===== config.mk =====
export PLATFORM = sky130hd
export DESIGN_NAME = instr_fetch_stage
export DESIGN_NICKNAME = d
export VERILOG_FILES = /design/src/rtl/instr_fetch_stage.sv
export SDC_FILE = /design/constraint.sdc
export NUM_CORES = 1
export LEC_CHECK = 0
export CAP_MARGIN = 20
export CORE_MARGIN = 5
export CORE_UTILIZATION = 49
export DETAILED_ROUTE_END_ITERATION = 12
export PLACE_DENSITY = 0.95
export RECOVER_POWER = 25
export SYNTH_ARGS = -nofsm -noshare
export SYNTH_HDL_FRONTEND = slang
export SYNTH_SLANG_ARGS = --single-unit

===== constraint.sdc =====
create_clock -name clk_i -period 6.3 [get_ports clk_i]
set_clock_uncertainty 0.2 [all_clocks]
set_input_delay 1.26 -clock clk_i [delete_from_list [all_inputs] [get_ports clk_i]]
set_output_delay 1.26 -clock clk_i [all_outputs]
set_load 0.05 [all_outputs]

===== src/rtl/instr_fetch_stage.sv =====
// Instruction fetch stage: program counter, instruction-memory address, IF/ID register.
// Optional perf counters (fetch_cnt_o, stall_cnt_o) are built when FETCH_PERF_CNT_EN is defined.
module instr_fetch_stage #(
  parameter logic [31:0] RESET_PC = 32'h0000_0000
) (
  input  logic        clk_i,
  input  logic        rst_i,
  input  logic        stall_i,
  input  logic        flush_i,
  input  logic        redirect_i,
  input  logic [31:0] redirect_pc_i,
  output logic [31:0] pc_addr_o,
  input  logic [31:0] instr_i,
  output logic        ifid_valid_o,
  output logic [31:0] ifid_instr_o,
  output logic [31:0] ifid_pc_o,
  output logic [31:0] ifid_pc4_o,
  output logic        misalign_o,
`ifdef FETCH_PERF_CNT_EN
  output logic [31:0] fetch_cnt_o,
  output logic [31:0] stall_cnt_o,
`endif
  output logic        state_o
);

  typedef enum logic {
    BOOT = 1'b0,
    RUN  = 1'b1
  } state_e;

  state_e      state_q;
  logic [31:0] pc_q;
  logic        valid_q;
  logic [31:0] instr_q;
  logic [31:0] ifid_pc_q;
  logic [31:0] ifid_pc4_q;
  logic        misalign_q;
`ifdef FETCH_PERF_CNT_EN
  logic [31:0] fetch_cnt_q;
  logic [31:0] stall_cnt_q;
`endif

  logic [31:0] pc_inc_d;
  logic [31:0] redirect_tgt_d;
  logic        misalign_d;

  // Redirect targets are force-aligned; the dropped low bits only raise misalign.
  assign pc_inc_d       = pc_q + 32'd4;
  assign redirect_tgt_d = {redirect_pc_i[31:2], 2'b00};
  assign misalign_d     = redirect_i && (redirect_pc_i[1:0] != 2'b00);

  always_ff @(posedge clk_i) begin
    if (rst_i) begin
      state_q     <= BOOT;
      pc_q        <= RESET_PC;
      valid_q     <= 1'b0;
      instr_q     <= 32'h0;
      ifid_pc_q   <= 32'h0;
      ifid_pc4_q  <= 32'h0;
      misalign_q  <= 1'b0;
`ifdef FETCH_PERF_CNT_EN
      fetch_cnt_q <= 32'h0;
      stall_cnt_q <= 32'h0;
`endif
    end else begin
      case (state_q)
        BOOT: begin
          state_q    <= RUN;
          misalign_q <= 1'b0;
        end
        RUN: begin
          misalign_q <= misalign_d;
          if (redirect_i) begin
            // Whatever is on instr_i this cycle is wrong-path.
            pc_q    <= redirect_tgt_d;
            valid_q <= 1'b0;
            instr_q <= 32'h0;
          end else if (stall_i) begin
`ifdef FETCH_PERF_CNT_EN
            stall_cnt_q <= stall_cnt_q + 32'd1;
`endif
            if (flush_i) begin
              valid_q <= 1'b0;
              instr_q <= 32'h0;
            end
          end else begin
            pc_q <= pc_inc_d;
            if (flush_i) begin
              valid_q <= 1'b0;
              instr_q <= 32'h0;
            end else begin
              valid_q    <= 1'b1;
              instr_q    <= instr_i;
              ifid_pc_q  <= pc_q;
              ifid_pc4_q <= pc_inc_d;
`ifdef FETCH_PERF_CNT_EN
              fetch_cnt_q <= fetch_cnt_q + 32'd1;
`endif
            end
          end
        end
        default: state_q <= BOOT;
      endcase
    end
  end

  assign pc_addr_o    = pc_q;
  assign ifid_valid_o = valid_q;
  assign ifid_instr_o = instr_q;
  assign ifid_pc_o    = ifid_pc_q;
  assign ifid_pc4_o   = ifid_pc4_q;
  assign misalign_o   = misalign_q;
  assign state_o      = state_q;
`ifdef FETCH_PERF_CNT_EN
  assign fetch_cnt_o  = fetch_cnt_q;
  assign stall_cnt_o  = stall_cnt_q;
`endif

endmodule


==> reports/metrics.cfg <==
[outcome]
status = completed

[clock_tree]
cts_setup_buffers = 0
cts_resized = 0
hold_buffers = 0
cts_tree = done
clk_pin_slew_ns = 0.05
clk_root_buffer_cell = clkbuf_16
numCtsBuffers = 17
cts_sinks = 125
ctsHtreeMaxLevel = 4
clock_latency_ns = 0.42
cts_buffer_depth = 2

[critical_path]
worstSetupPathDepth = 6
required_ns = 6.39
cp_top_family = simple AND/OR/NAND/NOR gates
worstReg2RegStart = pc_addr_o[2]
reg2reg_depth = 5
critPathSlowestCell = dlygate4sd3_1
criticalPathCategory = input port to register
path_max_fanout = 48
critPathMaxStageDelay_ns = 0.70
critPathBufInv = 2
critPathArrivalTime_ns = 3.84
worstSetupEndpointType = register
r2r_slack_ns = 3.20
start_kind = input port
path_cells = dlygate4sd3_1, nor4b_1, buf_4, nand2_1, nor4_1, nor3_1
rr_endpoint = pc_addr_o[18]

[synth]
netlist_instances = 713
avgSynthCellArea_um2 = 8.09
synth_edf_count = 0
ys_seq_area_frac = 0.434
synth-seq-cells = 125
async_flop_share = 0
synth-warning-count = 0
yosysUniqueCellTypes = 56
yosys_most_used_dff = dfxtp_1
synth_area_um2 = 5770

[global_routing]
grt_max_degree = 104
grt_usage = 0.264
grt_pass1_vias = 5862
grt_overflow = 0
antenna_found_initial = 0
grt_pass1_wl_um = 30700

[layout]
num-fill-cells = 856
final_core_util = 0.707
nets = 922
areaGrowthSynthToFinish_pct = 40.6
drive_gt1_frac = 0.0521
final_cells = 1006
insertedDiodeCount = 0

[floorplanning]
rows = 39
dieArea_um2 = 14000
start_util = 0.503
fp.dieH_um = 118
io_pins = 200
coreArea_um2 = 11500
die_width_um = 118

[sta]
rsz0062_at_grt = false
finalSetupTns_ns = 0
hold_violations = 0
fmax_mhz = 266
maxSlewViolCount = 0
fin_ws_ns = 2.54
slew_headroom = 0.245
worstMarginPinSlew_ns = 1.13
fin_crit_ns = 3.76
final.period_utilization = 0.596
setup_viol = 0

[routing]
drcViolationCount = 0
ant_nets = 0
num_vias = 6183
drt_iter0_drc = 835
routed_via_density = 6.15
firstDrtPassIters = 5
wl_per_cell_um = 19.0
routed_wl_um = 19100

[hold_path]
hold_class = register to register
min_to = ifid_pc_o[12]
min_path_cells = 2
hold_start = ifid_pc_o[12]

[power]
powerDensity_nw_per_um2 = 250
ir_worst_vdd_v = 0.000181
p_total_w = 0.00203
p_leak_nw = 2.87

[placed_design]
place_inst = 976
dp_hpwl_um = 12700
place_congestion = 0.936
port-buffer-count = 193
post-place-ws_ns = 2.39

[job]
drv_cap = 0

==> registers in the layout, indices dropped and copies added, names as in the netlist <==
name	count
misalign_o	1
ifid_valid_o	1
pc_addr_o	30
ifid_pc4_o	30
state_o	1
ifid_pc_o	30
ifid_instr_o	32
==> per-layer routing <==
metal | GRT usage | wire length [um] | vias up
met3 | 0.0883 | 2060 | 59
met5 | 0 | 0 | -
li1 | - | - | 2876
met1 | 0.322 | 7290 | 2869
met2 | 0.436 | 9210 | 379
met4 | 0.0928 | 521 | 0
==> metrics by stage <==
| stage | area, um2 | hold slack [ns] |
|---|---|---|
| final | 8110 | 0.249 |
| after global placement | 7580 | 0.242 |
| after floorplan | 5790 | 0.475 |
| after global routing | 8110 | 0.270 |
| after detailed placement | 7590 | 0.247 |
| after CTS | 8130 | 0.254 |
==> area by class of cell <==
type	instances	area (um2)	share of cell area
multi-input cells	504	2910	0.358
flip-flops and latches	125	2500	0.309
repair buffers	199	1960	0.242
clock buffers	23	478	0.0589
well taps	143	179	0.0221
clock inverters	7	65.1	0.00802
inverters	5	18.8	0.00231
==> tightest hold or removal path: stages (launching register included) <==
cell and delay (ns):
dfxtp_1 0.30, nand2_1 0.05, a21oi_1 0.05
==> kinds of logic after synthesis <==
logic type | count (synthesis) | share of synthesized area
flip-flops | 125 | 0.434
buffers and inverters | 89 | 0.0644
adder cells (fa/ha/maj) | 1 | 0.00217
XOR/XNOR | 11 | 0.0167
other | 1 | 0.000650
AND/OR/NAND/NOR | 264 | 0.226
AO/OA/AOI/OAI | 216 | 0.245
multiplexers | 6 | 0.0108
==> cell usage after synthesis (all sizes together) (6+ instances only) <==
master / n / area share
a211oi: 13 / 0.017
a21oi: 61 / 0.053
a22oi: 35 / 0.046
a311oi: 9 / 0.014
a31oi: 13 / 0.014
a32o: 6 / 0.010
and3: 8 / 0.0087
buf: 23 / 0.021
clkbuf: 61 / 0.040
dfxtp: 125 / 0.43
nand2: 93 / 0.061
nand3: 15 / 0.013
nand4: 12 / 0.016
nor2: 64 / 0.042
nor3: 19 / 0.016
nor4: 14 / 0.018
o21ai: 38 / 0.033
o31ai: 10 / 0.013
or3: 7 / 0.0076
or4: 10 / 0.013
xnor2: 7 / 0.011
==> placed cells by master, fill, tap and decap left out, types with 7 or more instances in the layout <==
cell type        count
a311oi_1             9
nor2_1              64
dfxtp_1            125
or4_1               10
o31ai_1             10
or3_1                7
a21oi_1             61
clkbuf_16           17
clkdlybuf4s50_1    135
nand4_1             11
nor3_1              19
nor4_1              11
a211oi_1            13
and3_1               8
o21ai_0             38
dlygate4sd3_1       56
nand3_1             15
nand2_1             93
xnor2_1              7
a31oi_1             13
a22oi_1             35
==> power breakdown <==
group          total [W]  switching, W  leakage (nW)  internal, W
Clock           0.000905      0.000340         0.265     0.000566
Sequential      0.000850     0.0000367          1.01     0.000814
Combinational   0.000276      0.000171          1.59     0.000105
==> how the worst max path moves through the flow <==
stage                      to    start  slack (ns)
2_1_floorplan  ifid_pc4_o[21]  stall_i        3.30
3_3_place_gp    pc_addr_o[25]    rst_i        2.39
3_5_place_dp    pc_addr_o[25]    rst_i        2.39
4_1_cts               state_o  state_o        2.75
5_1_grt        ifid_pc4_o[23]  stall_i        2.41
6_report       ifid_pc4_o[23]  stall_i        2.54
(Power assumes the default switching activity.)
